`config.mk`:
```
export PLATFORM = sky130hd
export DESIGN_NAME = dut_op_driver_flat
export DESIGN_NICKNAME = d
export VERILOG_FILES = /design/src/rtl/dut_if_pkg.sv /design/src/rtl/dut_op_driver_if.sv /design/src/rtl/scan_unloader.sv /design/src/rtl/dut_op_driver.sv /design/src/flat_wrapper.sv
export SDC_FILE = /design/constraint.sdc
export NUM_CORES = 1
export LEC_CHECK = 0
export ABC_AREA = 0
export CORE_MARGIN = 8
export CORE_UTILIZATION = 43
export CTS_CLUSTER_DIAMETER = 200
export DETAILED_ROUTE_END_ITERATION = 6
export PLACE_DENSITY = 0.79
export SYNTH_ARGS = -nofsm -noshare
export SYNTH_HDL_FRONTEND = slang
export SYNTH_SLANG_ARGS = --single-unit
```
`constraint.sdc`:
```
create_clock -name clk -period 2.6 [get_ports clk]
set_clock_uncertainty 0.2 [all_clocks]
set_input_delay 0.39 -clock clk [delete_from_list [all_inputs] [get_ports clk]]
set_output_delay 0.39 -clock clk [all_outputs]
set_load 0.02 [all_outputs]
```
`src/rtl/dut_if_pkg.sv`:
```
// Shared constants for the incr_decr operation driver: state encoding, data width, scan length.
package dut_if_pkg;
  localparam int DUT_DW       = 32;
  localparam int SCAN_LEN_DEF = 32;

  localparam logic [2:0] ST_IDLE        = 3'd0;
  localparam logic [2:0] ST_REQ         = 3'd1;
  localparam logic [2:0] ST_WAIT_COMMIT = 3'd2;
  localparam logic [2:0] ST_ACK         = 3'd3;
  localparam logic [2:0] ST_SCAN        = 3'd4;
  localparam logic [2:0] ST_RESP        = 3'd5;

  typedef enum logic [2:0] {
    S_IDLE        = ST_IDLE,
    S_REQ         = ST_REQ,
    S_WAIT_COMMIT = ST_WAIT_COMMIT,
    S_ACK         = ST_ACK,
    S_SCAN        = ST_SCAN,
    S_RESP        = ST_RESP
  } state_t;
endpackage

```
`src/rtl/dut_op_driver_if.sv`:
```
// Host command/response plus DUT op/commit/scan signals; master is the driver side.
interface dut_op_driver_if #(parameter int SCAN_LEN = dut_if_pkg::SCAN_LEN_DEF);
  import dut_if_pkg::*;

  logic              cmd_val;
  logic              cmd_rdy;
  logic [DUT_DW-1:0] cmd_data;
  logic              cmd_scan;
  logic              rsp_val;
  logic              rsp_rdy;
  logic [DUT_DW-1:0] rsp_data;
  logic [SCAN_LEN-1:0] rsp_scan;
  logic              rsp_err;
  logic [DUT_DW-1:0] data_in;
  logic [DUT_DW-1:0] data_out;
  logic              val_op;
  logic              op_ack;
  logic              op_commit;
  logic              commit_ack;
  logic              sen;
  logic              scan_ce;
  logic              sin;
  logic              sout;

  modport master (
    input  cmd_val, cmd_data, cmd_scan, rsp_rdy, data_out, op_ack, op_commit, sout,
    output cmd_rdy, rsp_val, rsp_data, rsp_scan, rsp_err, data_in, val_op,
           commit_ack, sen, scan_ce, sin
  );

  modport slave (
    output cmd_val, cmd_data, cmd_scan, rsp_rdy, data_out, op_ack, op_commit, sout,
    input  cmd_rdy, rsp_val, rsp_data, rsp_scan, rsp_err, data_in, val_op,
           commit_ack, sen, scan_ce, sin
  );
endinterface

```
`src/rtl/scan_unloader.sv`:
```
// Shifts the DUT scan chain SCAN_LEN times after start, recirculating sout into sin so the
// chain is restored, and captures the bits with the first-shifted bit ending at [0].
module scan_unloader #(
  parameter int SCAN_LEN = 32
) (
  input  logic                clk,
  input  logic                reset,
  input  logic                start,
  input  logic                clr,
  output logic                done,
  output logic                sen,
  output logic                scan_ce,
  output logic                sin,
  input  logic                sout,
  output logic [SCAN_LEN-1:0] scan_dat
);
  localparam int CW = $clog2(SCAN_LEN + 1);

  logic          busy;
  logic [CW-1:0] cnt;
  logic [SCAN_LEN:0] shifted;

  assign shifted = {sout, scan_dat};
  assign done    = busy && (cnt == CW'(SCAN_LEN - 1));
  assign sen     = busy;
  assign scan_ce = busy;
  assign sin     = busy & sout;

  always_ff @(posedge clk) begin
    if (reset) begin
      busy     <= 1'b0;
      cnt      <= '0;
      scan_dat <= '0;
    end else begin
      if (clr) scan_dat <= '0;
      if (start) begin
        busy <= 1'b1;
        cnt  <= '0;
      end else if (busy) begin
        scan_dat <= shifted[SCAN_LEN:1];
        cnt      <= cnt + 1'b1;
        if (done) busy <= 1'b0;
      end
    end
  end
endmodule

```
`src/rtl/dut_op_driver.sv`:
```
// Drives one op/commit handshake into incr_decr per host command, optionally unloads the
// scan chain, then holds a single response until the host takes it.
module dut_op_driver
  import dut_if_pkg::*;
#(
  parameter int SCAN_LEN = SCAN_LEN_DEF,
  parameter int TIMEOUT  = 1024
) (
  input logic clk,
  input logic reset,
  dut_op_driver_if.master io
);
  localparam int TW = $clog2(TIMEOUT);

  state_t              state, state_nxt;
  logic [TW-1:0]       wait_cnt;
  logic                wait_expired;
  logic                scan_flag;
  logic [DUT_DW-1:0]   data_in_q;
  logic [DUT_DW-1:0]   rsp_data_q;
  logic                rsp_err_q;
  logic [SCAN_LEN-1:0] scan_dat;
  logic                scan_done;

  assign wait_expired = (wait_cnt == TW'(TIMEOUT - 1));

  always_comb begin
    state_nxt = state;
    case (state)
      S_IDLE:        if (io.cmd_val) state_nxt = S_REQ;
      S_REQ:         if (io.op_ack) state_nxt = S_WAIT_COMMIT;
                     else if (wait_expired) state_nxt = S_RESP;
      S_WAIT_COMMIT: if (io.op_commit) state_nxt = S_ACK;
                     else if (wait_expired) state_nxt = S_RESP;
      S_ACK:         state_nxt = scan_flag ? S_SCAN : S_RESP;
      S_SCAN:        if (scan_done) state_nxt = S_RESP;
      S_RESP:        if (io.rsp_rdy) state_nxt = S_IDLE;
      default:       state_nxt = S_IDLE;
    endcase
  end

  always_ff @(posedge clk) begin
    if (reset) begin
      state      <= S_IDLE;
      wait_cnt   <= '0;
      scan_flag  <= 1'b0;
      data_in_q  <= '0;
      rsp_data_q <= '0;
      rsp_err_q  <= 1'b0;
    end else begin
      state <= state_nxt;
      // One counter serves both waits; every state change restarts it.
      if (state_nxt != state) wait_cnt <= '0;
      else if (state == S_REQ || state == S_WAIT_COMMIT) wait_cnt <= wait_cnt + 1'b1;
      case (state)
        S_IDLE: if (io.cmd_val) begin
          data_in_q <= io.cmd_data;
          scan_flag <= io.cmd_scan;
          rsp_err_q <= 1'b0;
        end
        S_REQ: if (!io.op_ack && wait_expired) begin
          rsp_err_q  <= 1'b1;
          rsp_data_q <= '0;
        end
        S_WAIT_COMMIT: if (io.op_commit) begin
          rsp_data_q <= io.data_out;
        end else if (wait_expired) begin
          rsp_err_q  <= 1'b1;
          rsp_data_q <= '0;
        end
        default: ;
      endcase
    end
  end

  scan_unloader #(.SCAN_LEN(SCAN_LEN)) u_scan (
    .clk      (clk),
    .reset    (reset),
    .start    (state == S_ACK && scan_flag),
    .clr      (state == S_IDLE && io.cmd_val),
    .done     (scan_done),
    .sen      (io.sen),
    .scan_ce  (io.scan_ce),
    .sin      (io.sin),
    .sout     (io.sout),
    .scan_dat (scan_dat)
  );

  assign io.cmd_rdy    = (state == S_IDLE);
  assign io.val_op     = (state == S_REQ);
  assign io.commit_ack = (state == S_ACK);
  assign io.rsp_val    = (state == S_RESP);
  assign io.data_in    = data_in_q;
  assign io.rsp_data   = rsp_data_q;
  assign io.rsp_err    = rsp_err_q;
  assign io.rsp_scan   = scan_dat;
endmodule

```
`src/flat_wrapper.sv`:
```
// flat-port wrapper written by rule: the top's interface ports become plain ports
module dut_op_driver_flat import dut_if_pkg::*;
#(
  parameter int SCAN_LEN = SCAN_LEN_DEF,
  parameter int TIMEOUT  = 1024
)
  (clk, reset, io_cmd_val, io_cmd_data, io_cmd_scan, io_rsp_rdy, io_data_out, io_op_ack, io_op_commit, io_sout, io_cmd_rdy, io_rsp_val, io_rsp_data, io_rsp_scan, io_rsp_err, io_data_in, io_val_op, io_commit_ack, io_sen, io_scan_ce, io_sin);
  dut_op_driver_if #(.SCAN_LEN(SCAN_LEN)) io_i ();
  input logic clk;
  input logic reset;
  input wire logic [$bits(io_i.cmd_val)-1:0] io_cmd_val;
  input wire logic [$bits(io_i.cmd_data)-1:0] io_cmd_data;
  input wire logic [$bits(io_i.cmd_scan)-1:0] io_cmd_scan;
  input wire logic [$bits(io_i.rsp_rdy)-1:0] io_rsp_rdy;
  input wire logic [$bits(io_i.data_out)-1:0] io_data_out;
  input wire logic [$bits(io_i.op_ack)-1:0] io_op_ack;
  input wire logic [$bits(io_i.op_commit)-1:0] io_op_commit;
  input wire logic [$bits(io_i.sout)-1:0] io_sout;
  output wire logic [$bits(io_i.cmd_rdy)-1:0] io_cmd_rdy;
  output wire logic [$bits(io_i.rsp_val)-1:0] io_rsp_val;
  output wire logic [$bits(io_i.rsp_data)-1:0] io_rsp_data;
  output wire logic [$bits(io_i.rsp_scan)-1:0] io_rsp_scan;
  output wire logic [$bits(io_i.rsp_err)-1:0] io_rsp_err;
  output wire logic [$bits(io_i.data_in)-1:0] io_data_in;
  output wire logic [$bits(io_i.val_op)-1:0] io_val_op;
  output wire logic [$bits(io_i.commit_ack)-1:0] io_commit_ack;
  output wire logic [$bits(io_i.sen)-1:0] io_sen;
  output wire logic [$bits(io_i.scan_ce)-1:0] io_scan_ce;
  output wire logic [$bits(io_i.sin)-1:0] io_sin;
  assign io_i.cmd_val = io_cmd_val;
  assign io_i.cmd_data = io_cmd_data;
  assign io_i.cmd_scan = io_cmd_scan;
  assign io_i.rsp_rdy = io_rsp_rdy;
  assign io_i.data_out = io_data_out;
  assign io_i.op_ack = io_op_ack;
  assign io_i.op_commit = io_op_commit;
  assign io_i.sout = io_sout;
  assign io_cmd_rdy = io_i.cmd_rdy;
  assign io_rsp_val = io_i.rsp_val;
  assign io_rsp_data = io_i.rsp_data;
  assign io_rsp_scan = io_i.rsp_scan;
  assign io_rsp_err = io_i.rsp_err;
  assign io_data_in = io_i.data_in;
  assign io_val_op = io_i.val_op;
  assign io_commit_ack = io_i.commit_ack;
  assign io_sen = io_i.sen;
  assign io_scan_ce = io_i.scan_ce;
  assign io_sin = io_i.sin;
  dut_op_driver #(.SCAN_LEN(SCAN_LEN), .TIMEOUT(TIMEOUT)) u_core (.clk(clk), .reset(reset), .io(io_i));
endmodule
```
# Word level (Yosys, flattened, before mapping)
# Cells that the tools add are included.
[totals]
reg_bits = 118
out_inout_bits = 104
input_bits = 72
[classes]
addsub = 2
bitwise = 1
reduce_logical = 14
mux = 23
n_eq_ne = 13
[op_table]
columns = ["op", "n"]
rows = [
  ["$mux W32", 6],
  ["$pmux W32 S2", 1],
  ["$mux W3", 6],
  ["$pmux W3 S6", 1],
  ["$add A10 B1 Y10 const B", 1],
  ["$eq A10 B10 Y1 const B", 1],
  ["$mux W1", 8],
  ["$add A6 B1 Y6 const B", 1],
  ["$eq A3 B2 Y1 const B", 2],
  ["$eq A3 B3 Y1 const B", 2],
  ["$eq A6 B5 Y1 const B", 1],
  ["$reduce_and A5 Y1", 1],
  ["$logic_and A1 B1 Y1", 4],
  ["$ne A2 B1 Y1 const B", 2],
  ["$ne A2 B2 Y1 const B", 2],
  ["$reduce_or A2 Y1", 2],
  ["$eq A3 B1 Y1 const B", 1],
  ["$logic_not A3 Y1", 1],
  ["$ne A3 B2 Y1 const B", 1],
  ["$ne A3 B3 Y1", 1],
  ["$pmux W1 S3", 1],
  ["$reduce_and A3 Y1", 1],
  ["$reduce_bool A3 Y1", 1],
  ["$reduce_and A2 Y1", 1],
  ["4 further kinds", 4],
]

# Longest topological paths before layout
# Gate-level depths: netlist (run 1).
[logic_depth]
ltp_word = 6
depth_mapped = 8
depth_no_buf = 6

# By module
# Synthesis (run 1) repeated with hierarchy kept, for this count alone.
[unflattened]
hier_cells = 517
hier_area_um2 = 4678.2
[by_module_without_submodules]
columns = ["module", "seq_area_each_um2", "n_inst", "area_per_inst_um2", "cells_per_inst"]
rows = [
  ["dut_op_driver", 1581.5, 1, 3078.0, 338],
  ["scan_unloader", 780.7, 1, 1600.3, 179],
]

# Least setup slack after synthesis (run 1)
# No wires, ideal clock.
[synth_path]
path_kind = "register to register"
from = "register u_core.u_scan.busy (netlist: u_core.u_scan.scan_ce)"
to = "register u_core.wait_cnt[1]"
synth_period_minus_slack_ps = 2136
arrival_ps = 1849
slack_ps = 464
required_ps = 2313
path_stages_with_launch = 8
path_cell_list = "dfxtp_1 buf_6 nand4_2 or4_1 a21o_1 a21o_1 buf_6 a221oi_2"
[synth_via]
elab_chain_len = 5
[synth_rtl]
columns = ["element", "line", "rtl"]
rows = [
  ["from (decl)", "scan_unloader.sv:19", "logic busy;"],
  ["from (signal assigned)", "scan_unloader.sv:31", "busy <= 1'b0;"],
  ["from (signal assigned)", "scan_unloader.sv:37", "busy <= 1'b1;"],
  ["from (signal assigned)", "scan_unloader.sv:42", "if (done) busy <= 1'b0;"],
  ["$logic_and A1 B1 Y1", "scan_unloader.sv:24", "assign done = busy && (cnt == CW'(SCAN_LEN - 1));"],
  ["$mux W3", "dut_op_driver.sv:36", "S_SCAN: if (scan_done) state_nxt = S_RESP;"],
  ["$pmux W3 S6", "dut_op_driver.sv:29", "case (state)"],
  ["$ne A3 B3 Y1", "dut_op_driver.sv:53", "if (state_nxt != state) wait_cnt <= '0;"],
  ["$reduce_or A2 Y1 (no source line)", "--", ""],
  ["to (signal assigned)", "dut_op_driver.sv:54", "else if (state == S_REQ || state == S_WAIT_COMMIT) wait_cnt <= wait_cnt + 1'b1;"],
  ["to (decl)", "dut_op_driver.sv:16", "logic [TW-1:0] wait_cnt;"],
]
# Every way passes these cells.
# A chain may end at the register's enable or synchronous reset.

# Worst setup path after layout (run 1)
[layout_path]
from = "register u_core.state[1]"
to = "output io_commit_ack"
[layout_via]
elab_chain_len = 1
[layout_rtl]
columns = ["element", "line", "rtl"]
rows = [
  ["from (decl)", "dut_op_driver.sv:15", "state_t state, state_nxt;"],
  ["from (signal assigned)", "dut_op_driver.sv:51", "state <= state_nxt;"],
  ["$eq A3 B2 Y1", "dut_op_driver.sv:91", "assign io.commit_ack = (state == S_ACK);"],
  ["to (decl)", "flat_wrapper.sv:26", "output wire logic [$bits(io_i.commit_ack)-1:0] io_commit_ack;"],
]
# Every way passes these cells.

==> results of run 1 <==
## worst max-delay path: stages, from the launching register on
cell,delay [ps]
dfxtp_2,490
nand2_1,160
nor2_1,120
clkdlybuf4s50_1,610
## where the power goes
group / internal [mW] / total, mW / switching, mW
combinational: 0.272 / 0.586 / 0.314
clock: 1.53 / 2.38 / 0.855
sequential: 1.87 / 1.91 / 0.0391
## cell type report
type                    count  area, µm²
fillers                   826       3270
flip-flops and latches    118       2360
multi-input cells         346       1910
repair buffers            188       1840
clock buffers              20        445
well taps                 136        170
clock inverters            12        166
inverters                   5       20.0
## layout by cell type, fill, tap and decap left out, drive strengths merged, types with 8 or more instances in the layout
| cell type | n |
|---|---|
| dfxtp | 118 |
| nand2 | 114 |
| nand3 | 41 |
| xor2 | 8 |
| clkbuf | 20 |
| a21oi | 73 |
| buf | 14 |
| a22o | 32 |
| clkdlybuf4s50 | 173 |
| inv | 8 |
| a211oi | 10 |
| nor2 | 14 |
## sequential cells by signal, indices dropped and copies added, names as in the netlist
register / cells
u_core.io.data_in: 32
u_core.wait_cnt: 10
u_core.u_scan.cnt: 6
u_core.u_scan.scan_dat: 32
u_core.state: 3
u_core.io.rsp_err: 1
u_core.io.rsp_data: 32
u_core.scan_flag: 1
u_core.u_scan.scan_ce: 1
## per-layer routing
layer	part of all wire	vias to the layer above	track usage
met5	0	-	0
met4	0.021	0	0.0793
met3	0.086	18	0.0897
met2	0.50	143	0.333
met1	0.39	1976	0.207
li1	-	2089	-
## repair_timing
item                                    in CTS  in global routing
endpoints found under the setup margin       3                  2
gates resized for setup                      3                  2
endpoints found under the hold margin        0                  0
buffers inserted                             0                  0
cloned                                       0                  0
## path summary, 6_finish.rpt
check,from,slack (ps),endpoint
worst min-delay path,reset,70,u_core.io.data_in[8]$_SDFFE_PP0P_
worst max register to register,u_core.u_scan.cnt[0]$_SDFFE_PP0P_,310,u_core.wait_cnt[1]$_SDFFE_PP0N_
worst min register to register,u_core.io.data_in[6]$_SDFFE_PP0P_,250,u_core.io.data_in[6]$_SDFFE_PP0P_
worst max-delay path,u_core.state[1]$_SDFF_PP0_,130,io_commit_ack
## Yosys cell counts, drive strengths merged (2+ instances only)
cell | count | share of area
xnor2 | 7 | 0.014
inv | 4 | 0.0034
nand4 | 3 | 0.0056
o21ai | 7 | 0.0078
nor3 | 7 | 0.0078
and2 | 3 | 0.0045
nand2b | 2 | 0.0028
a22o | 32 | 0.063
nand2 | 114 | 0.096
dfxtp | 118 | 0.53
nor2b | 4 | 0.0056
a211oi | 10 | 0.017
xor2 | 8 | 0.016
ha | 2 | 0.0056
a21oi | 73 | 0.082
mux2i | 2 | 0.0045
nor2 | 14 | 0.012
buf | 15 | 0.019
nand3 | 41 | 0.046
a21o | 4 | 0.0067
clkbuf | 27 | 0.023
## logic make-up (layout without fill, tap and decap cells)
group / count (synthesis) / in the layout / synth area share
and+or+nand+nor: 192 / 192 / 0.186
AOI/OAI and AO/OA: 134 / 134 / 0.198
DFF: 118 / 118 / 0.529
buffers and inverters: 47 / 225 / 0.0457
xor gates and xnor gates: 15 / 15 / 0.0294
muxes: 3 / 3 / 0.00700
adders and majority gates: 2 / 2 / 0.00560
## through the flow
stage | instance area, µm² | worst slack (ps) | power (mW)
global route | 6920 | 25.9 | 5.06
finish | 6920 | 131 | 4.88
CTS | 6920 | 8.80 | 4.92
detailed placement | 6300 | 254 | 2.53
global placement | 6300 | 351 | 2.52
floorplan | 4470 | 464 | 2.24
==> flow_summary.json, run 1 <==
{
  "vias": 4226,
  "crit_fanout": 17,
  "viasPerCell": 5.12,
  "finalNonFillerCells": 825,
  "powerDensity_nw_per_um2": 705,
  "synthArstFlopShare": 0,
  "tightest_slew_ps": 565,
  "final_util": 0.679,
  "die_w_um": 118,
  "ant_nets": 0,
  "drc": 0,
  "rr_worst_depth": 6,
  "cp-end-kind": "output port",
  "gr-usage-all-layers": 0.196,
  "htreeDepth": 4,
  "areaGrowthSynthToFinish_pct": 54.9,
  "required_ps": 2010,
  "start_util": 0.438,
  "synth_edf_count": 0,
  "drtPass1Iterations": 4,
  "drive_gt1_frac": 0.0856,
  "fin_hold_ws_ps": 69.0,
  "syn_inst": 511,
  "place_hpwl_um": 9790,
  "final.period_utilization": 0.950,
  "numPortBuffers": 175,
  "antenna_found_initial": 0,
  "yosysWarnings": 0,
  "rsz0062_at_grt": "no",
  "dieHeight_um": 118,
  "synth.cell_area_um2": 4470,
  "crit_arrival_ps": 1880,
  "synth_nets": 585,
  "cts_hold_buf": 0,
  "max_cap_viol_count": 0,
  "ys_ff_latch": 118,
  "wire_per_inst_um": 16.3,
  "dieArea_um2": 13900,
  "fmax_mhz": 405,
  "avgSynthCellArea_um2": 8.74,
  "row_count": 37,
  "crit_type": "reg2out",
  "grt_pass1_vias": 4366,
  "grt_max_degree": 39,
  "ys_types": 41,
  "cts_root_buffer": "clkbuf_8",
  "period_needed_ps": 2470,
  "grt_pass1_wl_um": 22200,
  "antennaDiodeCount": 0,
  "max-clock-path-buffers": 2,
  "drtIter0Drc": 322,
  "min_path_cells": 2,
  "critPathLaunchType": "flip-flop",
  "leakage_nw": 2.48,
  "peakVddDrop_mv": 0.449,
  "min_path_type": "in2reg",
  "grt_overflow": 0,
  "max_slew_margin": 0.623,
  "cts.sinks": 118,
  "cts_tree": "built",
  "finalSetupTns_ps": 0,
  "gp_congestion": 0.876,
  "coreArea_um2": 10200,
  "drv_slew": 0,
  "ios": 176,
  "ys_seq_area_frac": 0.529,
  "setup_viol": 0,
  "clkTransAtPathRegs_ps": 60,
  "cts_made_buffers": 17,
  "hold_viol_final": 0,
  "fin_nets": 750,
  "run_status": "complete, no violations",
  "ys.flop_type": "dfxtp_1",
  "dp.cells": 793,
  "clkLatencyLatePin_ps": 510,
  "drt_wl_total_um": 13500
}
No activity file was read; power rests on OpenSTA's default activity.
==> run 2, diff against run 1 <==
SETUP_SLACK_MARGIN = 0.1   (was not set)
==> run 2 against run 1 <==
- sequential share of layout area is essentially flat
- clock power is essentially flat
- wire length shrank 0.30%
- clock-buffer cell count is the same
- cell count is the same
- critical path depth grew 1
- worst setup slack gained 75 ps
- fmax grew 3.1%
- register-to-register slack is essentially flat
- sequential power is essentially flat
- critical path type unchanged
- critical endpoint unchanged
- largest power group unchanged
- highest routed layer unchanged
==> flow_summary.json, run 2 (synthesis results as in run 1) <==
{
  "tightest_slew_ps": 564,
  "place_hpwl_um": 9790,
  "dieHeight_um": 118,
  "peakVddDrop_mv": 0.446,
  "areaGrowthSynthToFinish_pct": 55.1,
  "crit_arrival_ps": 1800,
  "gr-usage-all-layers": 0.196,
  "cp-end-kind": "output port",
  "leakage_nw": 2.50,
  "start_util": 0.438,
  "hold_viol_final": 0,
  "fill_cells": 824,
  "post_cts_buffers": 0,
  "run_status": "complete, no violations",
  "die_w_um": 118,
  "clkTransAtPathRegs_ps": 60,
  "coreArea_um2": 10200,
  "crit_fanout": 8,
  "cts.sinks": 118,
  "final_cell_mix": "clkdlybuf4s50_1, dfxtp_1, nand2_1, a21oi_1, nand3_1",
  "final.period_utilization": 0.921,
  "ant_nets": 0,
  "cts_root_buffer": "clkbuf_8",
  "cts_tree": "built",
  "seq_area_um2": 2370,
  "drt_wl_total_um": 13400,
  "required_ps": 2010,
  "antenna_found_initial": 0,
  "fin_nets": 750,
  "drtPass1Iterations": 4,
  "max-clock-path-buffers": 2,
  "cts_made_buffers": 17,
  "vias": 4224,
  "critPathLaunchType": "flip-flop",
  "setup_viol": 0,
  "drtIter0Drc": 340,
  "min_path_type": "in2reg",
  "grt_max_degree": 39,
  "numPortBuffers": 175,
  "place_area_um2": 6300,
  "fin_area_um2": 6930,
  "drive_gt1_frac": 0.0856,
  "clkLatencyLatePin_ps": 510,
  "ios": 176,
  "grt_pass1_wl_um": 22200,
  "drv_slew": 0,
  "max_cap_viol_count": 0,
  "period_needed_ps": 2390,
  "rsz0062_at_grt": "yes",
  "gp_congestion": 0.876,
  "fin_hold_ws_ps": 65.0,
  "drc": 0,
  "antennaDiodeCount": 0,
  "multiInputGateArea_um2": 1910,
  "powerDensity_nw_per_um2": 704,
  "grt_overflow": 0,
  "grt_pass1_vias": 4366,
  "fmax_mhz": 418,
  "wire_per_inst_um": 16.3,
  "crit_type": "reg2out",
  "layout_commonest_cell": "clkdlybuf4s50_1",
  "finalSetupTns_ps": 0,
  "max_slew_margin": 0.624,
  "row_count": 37,
  "final_util": 0.680,
  "htreeDepth": 4,
  "dieArea_um2": 13900,
  "viasPerCell": 5.12
}
-- run 2: cell count changes in the layout (fill, tap and decap cells not counted) --
| cell | before | now |
|---|---|---|
| dlymetal6s2s_1 | 0 | 2 |
| dfxtp_2 | 2 | 1 |
| dfxtp_4 | 0 | 1 |
| clkdlybuf4s50_1 | 173 | 171 |
-- run 2: final cells by class --
class,count,area share
clock buffers,20,0.0643
clock inverters,12,0.0240
flip-flops and latches,118,0.342
multi-input cells,346,0.276
well taps,136,0.0246
repair buffers,188,0.267
inverters,5,0.00289
-- run 2: worst max-delay path: stages (launching register included) --
cell and delay (ps):
dfxtp_1 330, inv_2 130, nand2_1 120, nor2_1 110, clkdlybuf4s50_1 610
-- run 2: final timing paths --
| kind | cells past startpoint | from | slack, ps | endpoint |
|---|---|---|---|---|
| max | 4 | u_core.state[2]$_SDFF_PP0_ | 210 | io_commit_ack |
| min | 2 | reset | 60 | u_core.io.data_in[8]$_SDFFE_PP0P_ |
| max reg2reg | 6 | u_core.u_scan.cnt[0]$_SDFFE_PP0P_ | 300 | u_core.wait_cnt[1]$_SDFFE_PP0N_ |
| min reg2reg | 2 | u_core.io.data_in[6]$_SDFFE_PP0P_ | 250 | u_core.io.data_in[6]$_SDFFE_PP0P_ |
-- run 2: report_power, final --
group,switching [mW],internal [mW]
Clock,0.854,1.53
Sequential,0.0391,1.87
Combinational,0.313,0.271
-- run 2: metrics by stage --
step / worst slack [ps] / power, mW / std cells
2_1_floorplan: 464 / 2.24 / 511
3_3_place_gp: 351 / 2.52 / 793
3_5_place_dp: 254 / 2.53 / 793
4_1_cts: 113 / 4.92 / 825
5_1_grt: 96.6 / 5.06 / 825
6_report: 206 / 4.87 / 825
-- run 2: timing repair --
action / CTS / global route
endpoints found under the hold margin: 0 / 0
gates resized for setup: 5 / 3
hold buffers: 0 / 0
endpoints found under the setup margin: 3 / 3
-- run 2: per-layer routing --
layer	track usage	share of wire
met1	0.207	0.39
met2	0.333	0.50
met3	0.0897	0.089
met4	0.0793	0.021
met5	0	0
==> run 3, diff against run 2 <==
--- a/config.mk
+++ b/config.mk
@@ -7,9 +7,11 @@
 export LEC_CHECK = 0
 export ABC_AREA = 0
+export CELL_PAD_IN_SITES_DETAIL_PLACEMENT = 0
+export CELL_PAD_IN_SITES_GLOBAL_PLACEMENT = 1
 export CORE_MARGIN = 8
-export CORE_UTILIZATION = 43
+export CORE_UTILIZATION = 31
 export CTS_CLUSTER_DIAMETER = 200
 export DETAILED_ROUTE_END_ITERATION = 6
-export PLACE_DENSITY = 0.79
+export PLACE_DENSITY_LB_ADDON = 0.1
 export SETUP_SLACK_MARGIN = 0.1
 export SYNTH_ARGS = -nofsm -noshare
==> constraint.sdc (replaced) <==
create_clock -name clk -period 2.6 [get_ports clk]
set_clock_uncertainty 0.2 [all_clocks]
set_input_delay 0.39 -clock clk [delete_from_list [all_inputs] [get_ports clk]]
set_output_delay 0.39 -clock clk [all_outputs]
set_load 0.1 [all_outputs]
==> run 3 against run 2 <==
- die area rose by 33%
- core utilization fell by 20 points
- cell area fell by 1.4%
- total power rose by 10%
- fmax rose by 3.7%
- cell count rose by 5.5%
- highest routed layer unchanged
==> flow_summary.json, run 3 (synthesis results as in run 1) <==
{
  "run_status": "complete, no violations",
  "fin_nets": 747,
  "rr_startpoint": "u_core.u_scan.cnt[0]$_SDFFE_PP0P_",
  "drive_gt1_frac": 0.233,
  "max_cap_viol_count": 0,
  "place_hpwl_um": 9760,
  "grt_pass1_wl_um": 21600,
  "cp-end-kind": "output port",
  "gr-usage-all-layers": 0.148,
  "place_area_um2": 6180,
  "max_slew_margin": 0.599,
  "cts_root_buffer": "clkbuf_16",
  "finalSetupTns_ps": 0,
  "fin_hold_ws_ps": 255,
  "antennaDiodeCount": 0,
  "rsz0062_at_grt": "no",
  "fmax_mhz": 433,
  "setup_viol": 0,
  "startpoint": "u_core.state[0]$_SDFF_PP0_",
  "drc": 0,
  "numPortBuffers": 175,
  "drt_wl_total_um": 13900,
  "clkTransAtPathRegs_ps": 60,
  "seqPwrFrac": 0.357,
  "htreeDepth": 4,
  "final_cell_mix": "dfxtp_1, nand2_1, buf_4, a21oi_1, clkdlybuf4s50_1",
  "finalNonFillerCells": 870,
  "ant_nets": 0,
  "period_needed_ps": 2310,
  "tightest_slew_ps": 601,
  "grt_max_degree": 52,
  "clkLatencyLatePin_ps": 420,
  "cts_made_buffers": 17,
  "ios": 176,
  "layout_commonest_cell": "dfxtp_1",
  "drv_slew": 0,
  "cts_tree": "built",
  "drtPass1Iterations": 4,
  "vias": 4191,
  "fin_area_um2": 6830,
  "rr_worst_depth": 6,
  "crit_arrival_ps": 1720,
  "peakVddDrop_mv": 0.421,
  "fill_cells": 1386,
  "grt_overflow": 0,
  "hold_viol_final": 0,
  "r2r_end": "u_core.wait_cnt[1]$_SDFFE_PP0N_",
  "row_count": 44,
  "min_path_type": "reg2reg",
  "required_ps": 2010,
  "viasPerCell": 4.82,
  "leakage_nw": 2.71,
  "fin_ws_ps": 291,
  "min_path_cells": 2,
  "cts_hold_buf": 0,
  "gp_congestion": 0.760,
  "final.period_utilization": 0.888,
  "crit_fanout": 17,
  "dieHeight_um": 136,
  "place_ws_ps": 218,
  "clockPowerShare": 0.471,
  "post_cts_buffers": 0,
  "wire_per_inst_um": 16.0,
  "antenna_found_initial": 0,
  "cts.sinks": 118,
  "dp.cells": 838,
  "critPathLaunchType": "flip-flop",
  "internal_power_mw": 3.81,
  "p_sw_mw": 1.55,
  "dieArea_um2": 18500,
  "grt_pass1_vias": 4193,
  "pwr-share-comb": 0.172,
  "areaGrowthSynthToFinish_pct": 52.9,
  "switching_share": 0.289,
  "crit_type": "reg2out",
  "powerDensity_nw_per_um2": 785,
  "coreArea_um2": 14300,
  "min_to": "u_core.io.data_in[22]$_SDFFE_PP0P_",
  "max-clock-path-buffers": 2,
  "drtIter0Drc": 138,
  "die_w_um": 136,
  "cts_resized": 1,
  "reg2reg_slack_ps": 300,
  "worstHoldStart": "u_core.io.data_in[22]$_SDFFE_PP0P_",
  "start_util": 0.312
}
run 3: worst max path at each step:
stage / depth (start not counted) / end
2_1_floorplan: 3 / io_cmd_rdy
3_3_place_gp: 6 / u_core.wait_cnt[1]$_SDFFE_PP0N_
3_5_place_dp: 6 / u_core.wait_cnt[1]$_SDFFE_PP0N_
4_1_cts: 4 / io_val_op
5_1_grt: 6 / u_core.wait_cnt[9]$_SDFFE_PP0N_
6_report: 4 / io_rsp_val
run 3: worst max-delay path: stages, from the launching register on:
cell	delay, ps
dfxtp_2	500
clkinv_1	110
buf_4	180
nor3_1	290
buf_12	220
run 3: layout make-up:
cell class                 count  area (µm²)  share of cell area
timing repair buffer         185        1660               0.243
clock inverter                12         174              0.0255
tap                          184         230              0.0337
clock buffer                  20         467              0.0684
multi-input combinational    346        1910               0.280
inverter                       5        18.8             0.00275
sequential                   118        2360               0.346
run 3: metal layers:
| layer | GRT usage | up-vias | wire, µm |
|---|---|---|---|
| met5 | 0 | - | 0 |
| met4 | 0.0513 | 0 | 184 |
| met3 | 0.0843 | 16 | 1520 |
| met2 | 0.232 | 132 | 6500 |
| met1 | 0.166 | 1952 | 5710 |
| li1 | - | 2091 | - |
run 3: stage by stage:
step,power [mW],utilization
CTS,5.45,0.477
floorplan,2.58,-
global route,5.57,0.477
global placement,2.87,0.432
finish,5.36,0.477
detailed placement,2.88,0.432
run 3: power groups by stage:
| stage | Clock [mW] | Combinational, mW | Sequential, mW |
|---|---|---|---|
| 2_1_floorplan | 0 | 0.273 | 2.31 |
| 3_3_place_gp | 0 | 0.924 | 1.95 |
| 3_5_place_dp | 0 | 0.931 | 1.95 |
| 4_1_cts | 2.60 | 0.932 | 1.91 |
| 5_1_grt | 2.68 | 0.973 | 1.92 |
| 6_report | 2.52 | 0.923 | 1.91 |
